### src/rtl/fifo_wptr_full.sv
// Write-side pointer/flag logic of an async FIFO (wclk domain).
// Owns the binary/Gray write pointers and produces full, almost-full, occupancy and sticky overflow.
module fifo_wptr_full #(
    parameter int ADDR_SIZE = 3,
    parameter int AF_MARGIN = 2
) (
    input  logic                 wclk,
    input  logic                 wrst_n,
    input  logic                 winc,
    input  logic [ADDR_SIZE:0]   wq2_rptr,
    output logic                 wen,
    output logic [ADDR_SIZE-1:0] waddr,
    output logic [ADDR_SIZE:0]   wptr,
    output logic                 wfull,
    output logic                 walmost_full,
    output logic [ADDR_SIZE:0]   wcount,
    output logic                 woverflow
);

    localparam int DEPTH = 1 << ADDR_SIZE;
    localparam logic [ADDR_SIZE:0] AF_LEVEL = (ADDR_SIZE+1)'(DEPTH - AF_MARGIN);

    logic [ADDR_SIZE:0] r_wbin;
    logic [ADDR_SIZE:0] r_wptr;
    logic               r_wfull;
    logic               r_walmost_full;
    logic [ADDR_SIZE:0] r_wcount;
    logic               r_woverflow;

    logic               w_wen;
    logic [ADDR_SIZE:0] w_wbin_nxt;
    logic [ADDR_SIZE:0] w_wgray_nxt;
    logic [ADDR_SIZE:0] w_rbin;
    logic [ADDR_SIZE:0] w_full_match;
    logic [ADDR_SIZE:0] w_count_nxt;

    assign w_wen       = winc & ~r_wfull;
    assign w_wbin_nxt  = r_wbin + {{ADDR_SIZE{1'b0}}, w_wen};
    assign w_wgray_nxt = (w_wbin_nxt >> 1) ^ w_wbin_nxt;

    // Gray-to-binary: each binary bit is the XOR of all Gray bits at and above it
    always_comb begin
        w_rbin = '0;
        for (int unsigned i = 0; i <= ADDR_SIZE; i++) begin
            w_rbin[i] = ^(wq2_rptr >> i);
        end
    end

    assign w_full_match = {~wq2_rptr[ADDR_SIZE:ADDR_SIZE-1], wq2_rptr[ADDR_SIZE-2:0]};
    assign w_count_nxt  = w_wbin_nxt - w_rbin;

    always_ff @(posedge wclk or negedge wrst_n) begin
        if (!wrst_n) begin
            r_wbin         <= '0;
            r_wptr         <= '0;
            r_wfull        <= 1'b0;
            r_walmost_full <= 1'b0;
            r_wcount       <= '0;
            r_woverflow    <= 1'b0;
        end else begin
            r_wbin         <= w_wbin_nxt;
            r_wptr         <= w_wgray_nxt;
            r_wfull        <= (w_wgray_nxt == w_full_match);
            r_walmost_full <= (w_count_nxt >= AF_LEVEL);
            r_wcount       <= w_count_nxt;
            r_woverflow    <= r_woverflow | (winc & r_wfull);
        end
    end

    assign wen          = w_wen;
    assign waddr        = r_wbin[ADDR_SIZE-1:0];
    assign wptr         = r_wptr;
    assign wfull        = r_wfull;
    assign walmost_full = r_walmost_full;
    assign wcount       = r_wcount;
    assign woverflow    = r_woverflow;

endmodule

### config.mk
export PLATFORM = sky130hd
export DESIGN_NAME = fifo_wptr_full
export DESIGN_NICKNAME = d
export VERILOG_FILES = /design/src/rtl/fifo_wptr_full.sv
export SDC_FILE = /design/constraint.sdc
export NUM_CORES = 1
export LEC_CHECK = 0
export CAP_MARGIN = 20
export CORE_ASPECT_RATIO = 0.6
export CORE_MARGIN = 10
export CORE_UTILIZATION = 25
export CTS_CLUSTER_SIZE = 30
export DETAILED_ROUTE_END_ITERATION = 6
export MAX_ROUTING_LAYER = met4
export PLACE_DENSITY = 0.56
export SLEW_MARGIN = 25
export SYNTH_ARGS = -nofsm -noshare
export SYNTH_HDL_FRONTEND = slang
export SYNTH_SLANG_ARGS = --single-unit
### constraint.sdc
create_clock -name wclk -period 2.34 [get_ports wclk]
set_input_delay 0.468 -clock wclk [delete_from_list [all_inputs] [get_ports wclk]]
set_output_delay 0.468 -clock wclk [all_outputs]
set_load 0.01 [all_outputs]
==> results.yml, run 1 <==
synthesis:
  synth_top_cells_by_count: "sky130_fd_sc_hd__dfrtp_1 (14), sky130_fd_sc_hd__inv_1 (6), sky130_fd_sc_hd__xor2_1 (6)"
  synth-edff-count: 0
  ys_ff_latch: 14
  post-synth-top-count-cell: "sky130_fd_sc_hd__dfrtp_1"
  synth_top_area_share: 0.496
  synth.cell_area_um2: 707
  yosysWarningCount: 0
  post_synthesis_cells: 57
  ys.flop_type: "sky130_fd_sc_hd__dfrtp_1"
  synth_nets: 70
  async_reset_ff_frac: 1.00
  post_synth_num_cell_types: 19
  yosys-top-cells-area: "sky130_fd_sc_hd__dfrtp_1 (50%), sky130_fd_sc_hd__ha_1 (8.8%), sky130_fd_sc_hd__xor2_1 (7.4%), sky130_fd_sc_hd__xnor2_1 (6.2%), sky130_fd_sc_hd__xor2_2 (4.6%)"
  largest_area_contributor_in_the_netlist: "sky130_fd_sc_hd__dfrtp_1"
  synth.avg_cell_area_um2: 12.4
  synth-seq-area-share: 0.496
setup_path:
  path_max_fanout: 3
  setup.worst_path.start_class: "primary input"
  reg2reg_setup_slack_ns: 0.32
  required_time_at_the_worst_slack_endpoint_ns: 2.47
  path_type_of_the_worst_setup_path: "in -> reg"
  worst_setup_path_startpoint: "winc"
  worst-r2r-cell-count: 9
  end_kind: "flop"
  arrival_time_at_the_worst_endpoint_ns: 2.28
  reg_to_reg_critical_path_startpoint: "wfull"
  crit-reg2reg-capture: "walmost_full"
drt:
  routed_wl_um: 1740
  drt-wirelength-per-cell_um: 13.5
  drt_iter0_drc: 39
  post-route-drc-count: 0
  routed_via_density: 4.22
  postRouteAntennaNets: 0
  num_vias: 545
  drt_pre_antenna_iters: 4
flow_run:
  drv_cap: 0
hold_path:
  worst_hold_path.endpoint: "woverflow"
  min_from: "woverflow"
  worst_hold_path_type: "reg -> reg"
  timing.hold.worst_path_depth: 1
floorplanning:
  start_util: 0.273
  floorplan_die_width_um: 88.7
  total_core_area_um2: 2590
  boundaryPins: 22
  die_area_um2: 5420
  die_h_um: 61.2
  std_cell_rows: 14
power_and_ir_drop:
  p_per_area_nw_per_um2: 1650
  power_uw: 1960
  vdd.ir_drop.worst_mv: 0.807
  power_leakage_uw: 0.000544
grt:
  gr-usage-all-layers: 0.0717
  via_count_of_the_first_global_routing_pass: 567
  overflow: 0
  grt_pass1_wl_um: 2770
  grt_max_degree: 15
  antenna_found_initial: 0
sta:
  period_minus_slack_ns: 2.15
  max_freq_ghz: 0.465
  final_max_slew_viol_count: 0
  finalHoldViolCount: 0
  max_slew.worst_pin.slew_ns: 0.616
  setup_violations: 0
  rsz0062_at_grt: "no"
  fin_worst_skew_ns: 0.000579
  timing.final.crit_share: 0.920
  final_setup_tns_ns: 0
  slew_headroom: 0.588
final_layout:
  fillCellCount: 251
  layout-drive-gt1-share: 0.299
  finish.net_count: 112
  design_area_um2: 1190
  area_growth_syn_to_layout_pct: 67.8
  final-instance-count-excl-fill: 129
  antenna_cells_inserted: 0
cts:
  root_buffer: "sky130_fd_sc_hd__clkbuf_8"
  numCtsBuffers: 3
  h-tree-depth: 1
  worstSkewPairLatency_ns: 0.24
  tritoncts: "built"
  max-clock-path-buffers: 2
  tritoncts_num_sinks: 14
  worst_setup_hold_path_clk_slew_ns: 0.05
placed_design:
  place.gp.congestion: 0.761
  dp_hpwl_um: 1440
  placedCellCount: 125
  place_area_um2: 1100
  buffer_ports.inserted: 21
outcome:
  run_status: "finished, final reports clean"
## placed cells by master, fill, tap and decap left out
cell type                          n
sky130_fd_sc_hd__a21o_1            2
sky130_fd_sc_hd__a21oi_1           2
sky130_fd_sc_hd__a22oi_1           1
sky130_fd_sc_hd__and3_2            1
sky130_fd_sc_hd__buf_4            16
sky130_fd_sc_hd__clkbuf_8          3
sky130_fd_sc_hd__clkdlybuf4s50_1  18
sky130_fd_sc_hd__dfrtp_1          14
sky130_fd_sc_hd__dlygate4sd2_1     3
sky130_fd_sc_hd__fa_1              1
sky130_fd_sc_hd__ha_1              2
sky130_fd_sc_hd__ha_4              3
sky130_fd_sc_hd__inv_1             6
sky130_fd_sc_hd__nand2_1           1
sky130_fd_sc_hd__nand3_1           4
sky130_fd_sc_hd__nor2_1            1
sky130_fd_sc_hd__nor2b_4           1
sky130_fd_sc_hd__nor3b_1           1
sky130_fd_sc_hd__o21ai_0           1
sky130_fd_sc_hd__o21ai_1           1
sky130_fd_sc_hd__or3_1             1
sky130_fd_sc_hd__xnor2_1           4
sky130_fd_sc_hd__xnor2_2           1
sky130_fd_sc_hd__xor2_1            5
sky130_fd_sc_hd__xor2_2            2
sky130_fd_sc_hd__xor2_4            1
sky130_fd_sc_hd__xor3_2            1
## power by group
| group | total (µW) | internal, µW | switching [µW] |
|---|---|---|---|
| combinational | 1290 | 760 | 530 |
| clock | 190 | 114 | 76.3 |
| sequential | 483 | 382 | 100 |
| total | 1960 | 1260 | 707 |
## logic make-up (layout without fill, tap and decap cells)
kind of cell             Yosys count  count (layout)  share of synthesized area
AO/OA/AOI/OAI                      7               7                     0.0602
XOR/XNOR                          14              14                      0.218
adder cells (fa/ha/maj)            6               6                      0.117
buffers and inverters              6              46                     0.0319
flip-flops                        14              14                      0.496
AND/OR/NAND/NOR                   10              10                     0.0779
## critical path: stages
cell and delay, ns:
sky130_fd_sc_hd__dlygate4sd2_1 0.24, sky130_fd_sc_hd__nor2b_4 0.14, sky130_fd_sc_hd__ha_4 0.17, sky130_fd_sc_hd__ha_4 0.17, sky130_fd_sc_hd__xor2_4 0.16, sky130_fd_sc_hd__ha_4 0.29, sky130_fd_sc_hd__nand2_1 0.05, sky130_fd_sc_hd__o21ai_1 0.15
sky130_fd_sc_hd__xor3_2 0.29, sky130_fd_sc_hd__a21o_1 0.17
## how the worst max path moves through the flow
stage,slack [ns],to
2_1_floorplan,0.05,walmost_full
3_3_place_gp,-0.31,walmost_full
3_5_place_dp,-0.39,walmost_full
4_1_cts,0.005,walmost_full
5_1_grt,0.11,walmost_full
6_report,0.19,walmost_full
## cell type report
type / count / area [µm²] / area share
multi-input combinational: 37 / 405 / 0.342
timing repair buffer: 37 / 327 / 0.275
sequential: 14 / 350 / 0.295
inverter: 6 / 22.5 / 0.0190
clock buffer: 3 / 41.3 / 0.0348
tap: 32 / 40.0 / 0.0338
## registers in the layout, summed over array words and instances, names as in the netlist
| signal | cells |
|---|---|
| r_wbin | 4 |
| walmost_full | 1 |
| woverflow | 1 |
| wfull | 1 |
| wptr | 3 |
| wcount | 4 |
## stage by stage
step / hold slack (ns) / util / worst slack [ns]
after global routing: 0.484 / 0.458 / 0.107
final: 0.461 / 0.458 / 0.188
after global placement: 0.441 / 0.424 / -0.306
after CTS: 0.467 / 0.458 / 0.00514
after detailed placement: 0.454 / 0.424 / -0.395
after floorplan: 0.172 / - / 0.0456
## layer usage
metal  track usage  vias to the layer above  wire (µm)  share of wire
met3        0.0435                        0        173          0.099
met1        0.0862                      261        812           0.47
met5             -                        -          0              0
met4       0.00686                        0          0              0
li1              -                      266          -              -
met2         0.104                       18        752           0.43
## timing repair
item	in CTS	in global routing
resized for setup	9	0
endpoints found under the hold margin	0	0
endpoints found under the setup margin	5	1
buffers inserted	1	0
pin swaps	6	1
hold buffers	0	0
No activity file was read; power rests on OpenSTA's default activity.
==> run 2: changes to the inputs <==
Settings changed: CAP_MARGIN 20 to default, REMOVE_ABC_BUFFERS from default to 1.
==> run 2 against run 1 <==
Compared with the run above: maximum frequency fell by 0.93%; utilization fell by 0.53 points; clock skew rose by 0.0038 ns; cell area fell by 1.2%; sequential power fell by 2%; hold slack got worse by 0.0042 ns; critical path depth did not move; via count rose by 2.9%; sequential share of layout area rose by 0.35 points; count of clock-buffer cells in the layout rose by 1; final cell count rose by 0.78%; largest cell class unchanged.
==> results.yml, run 2 (same netlist as run 1, synthesis figures left out) <==
outcome:
  run_status: "finished, final reports clean"
final_layout:
  most_frequent_standard_cell_in_the_layout_excluding_fill_and_tap_cells: "sky130_fd_sc_hd__clkdlybuf4s50_1"
  final-instance-count-excl-fill: 130
  fillCellCount: 260
  design_area_um2: 1170
  finalCoreUtilization: 0.452
  area_growth_syn_to_layout_pct: 65.8
  finish.net_count: 112
  final_cell_mix: "sky130_fd_sc_hd__clkdlybuf4s50_1 (18), sky130_fd_sc_hd__buf_4 (16), sky130_fd_sc_hd__dfrtp_1 (14)"
  layout-drive-gt1-share: 0.296
  antenna_cells_inserted: 0
floorplanning:
  start_util: 0.273
  boundaryPins: 22
  die_h_um: 61.2
  std_cell_rows: 14
  floorplan_die_width_um: 88.7
  total_core_area_um2: 2590
  die_area_um2: 5420
placed_design:
  buffer_ports.inserted: 21
  dp_hpwl_um: 1420
  pre_cts_ws_ns: -0.537
  placedCellCount: 122
  place.gp.congestion: 0.881
  place_area_um2: 1050
sta:
  max_slew.worst_pin.slew_ns: 0.644
  rsz0062_at_grt: "no"
  postLayoutSetupSlackWorst_ns: 0.167
  max_freq_ghz: 0.460
  fin_worst_skew_ns: 0.00443
  final_max_slew_viol_count: 0
  period_minus_slack_ns: 2.17
  timing.final.crit_share: 0.928
  finalHoldViolCount: 0
  setup_violations: 0
  slew_headroom: 0.569
setup_path:
  timing.critical_path.depth: 10
  setup.worst_path.start_class: "primary input"
  arrival_time_at_the_worst_endpoint_ns: 2.31
  critPathMostFrequentCell: "sky130_fd_sc_hd__ha_4"
  required_time_at_the_worst_slack_endpoint_ns: 2.48
  worst-r2r-cell-count: 9
  path_type_of_the_worst_setup_path: "in -> reg"
  worst_path_largest_cell_delay_ns: 0.34
  reg_to_reg_critical_path_startpoint: "wfull"
  timing.critical_path.slowest_stage_cell: "sky130_fd_sc_hd__ha_1"
  path_max_fanout: 3
  end_kind: "flop"
  worstPathCellList: "dlygate4sd2_1 > nor2b_4 > ha_4 > ha_4 > xor2_2 > ha_1 > nand2_1 > o21ai_1 > xor3_2 > a21o_1"
  crit-reg2reg-capture: "walmost_full"
  cpLargestDelayFamily: "adder cells"
  worst-path-buf-inv: 1
  reg2reg_setup_slack_ns: 0.29
  cp-endpoint: "walmost_full"
  worst_setup_path_startpoint: "winc"
cts:
  h-tree-depth: 1
  tritoncts_num_sinks: 14
  numCtsBuffers: 3
  max-clock-path-buffers: 2
  tritoncts: "built"
  worst_setup_hold_path_clk_slew_ns: 0.06
  cts_hold_repair.buffers: 0
  worstSkewPairLatency_ns: 0.25
  root_buffer: "sky130_fd_sc_hd__clkbuf_8"
power_and_ir_drop:
  clock_power_share: 0.120
  vdd.ir_drop.worst_mv: 0.631
  power.combinational.fraction: 0.637
  seqPwrFrac: 0.243
  power_leakage_uw: 0.000549
  netSwitchingPower_uw: 691
  p_per_area_nw_per_um2: 1660
  power_uw: 1950
  cell_internal_pwr_uw: 1250
  power_switching_share: 0.355
drt:
  drt_pre_antenna_iters: 4
  num_vias: 561
  top_layer: "met4"
  detailroute.wirelength.met3_um: 225
  met2WireLength_um: 737
  detail_route.wirelength.met1_um: 782
  routed_via_density: 4.32
  drt-wirelength-per-cell_um: 13.5
  drt_iter0_drc: 26
  routed_wl_um: 1750
  postRouteAntennaNets: 0
  post-route-drc-count: 0
grt:
  grt_max_degree: 15
  gr-usage-all-layers: 0.0766
  overflow: 0
  via_count_of_the_first_global_routing_pass: 594
  antenna_found_initial: 0
  grt_pass1_wl_um: 2970
hold_path:
  worst_hold_path_type: "reg -> reg"
flow_run:
  drv_cap: 0
-- run 2: changes by cell type in the layout (fill, tap and decap cells not counted), sizes merged --
| cell | delta |
|---|---|
| clkbuf | +1 |
-- run 2: repair_timing --
item,in CTS,in global routing
gates resized for setup,11,1
pin swaps,5,2
cloned,0,0
buffers inserted,4,0
setup endpoints to repair,3,1
-- run 2: worst min-delay path by stage --
stage,from,endpoint,slack [ns],depth (start not counted)
after floorplan,wrst_n,r_wbin[0],0.17,0
after CTS,woverflow,woverflow,0.46,1
after detailed placement,woverflow,woverflow,0.45,1
final,woverflow,woverflow,0.46,1
after global placement,woverflow,woverflow,0.44,1
after global routing,woverflow,woverflow,0.48,1
-- run 2: cell type report --
cell class / instances / area (µm²) / share of cell area
Multi-Input combinational cell: 37 / 378 / 0.322
Sequential cell: 14 / 350 / 0.299
Inverter: 6 / 22.5 / 0.0192
Timing Repair Buffer: 37 / 327 / 0.279
Tap cell: 32 / 40.0 / 0.0342
Clock buffer: 4 / 55.1 / 0.0470
-- run 2: power groups by stage --
stage / combinational [µW] / sequential, µW / clock, µW
after global placement: 1130 / 462 / 0
after floorplan: 525 / 518 / 0
after CTS: 1270 / 476 / 241
after detailed placement: 1140 / 467 / 0
after global routing: 1370 / 490 / 252
final: 1240 / 473 / 233
-- run 2: metrics by stage --
stage | hold WS, ns | setup TNS [ns]
final | 0.457 | 0
after global routing | 0.482 | 0
after CTS | 0.461 | 0
after detailed placement | 0.449 | -1.74
after global placement | 0.442 | -1.47
after floorplan | 0.172 | -0.199
-- run 2: routing by layer --
layer,global-route usage,vias to the layer above
met5,-,-
met4,0.0160,0
met3,0.0527,2
met2,0.107,21
met1,0.0885,268
li1,-,270
-- run 2: worst reg2reg max path, delay by kind of cell, from the launching register on --
family	cells	cell delay, ns
compound gates	3	0.38
fa+ha+maj	3	0.60
simple gates	1	0.16
flops	1	0.41
xor+xnor	2	0.40
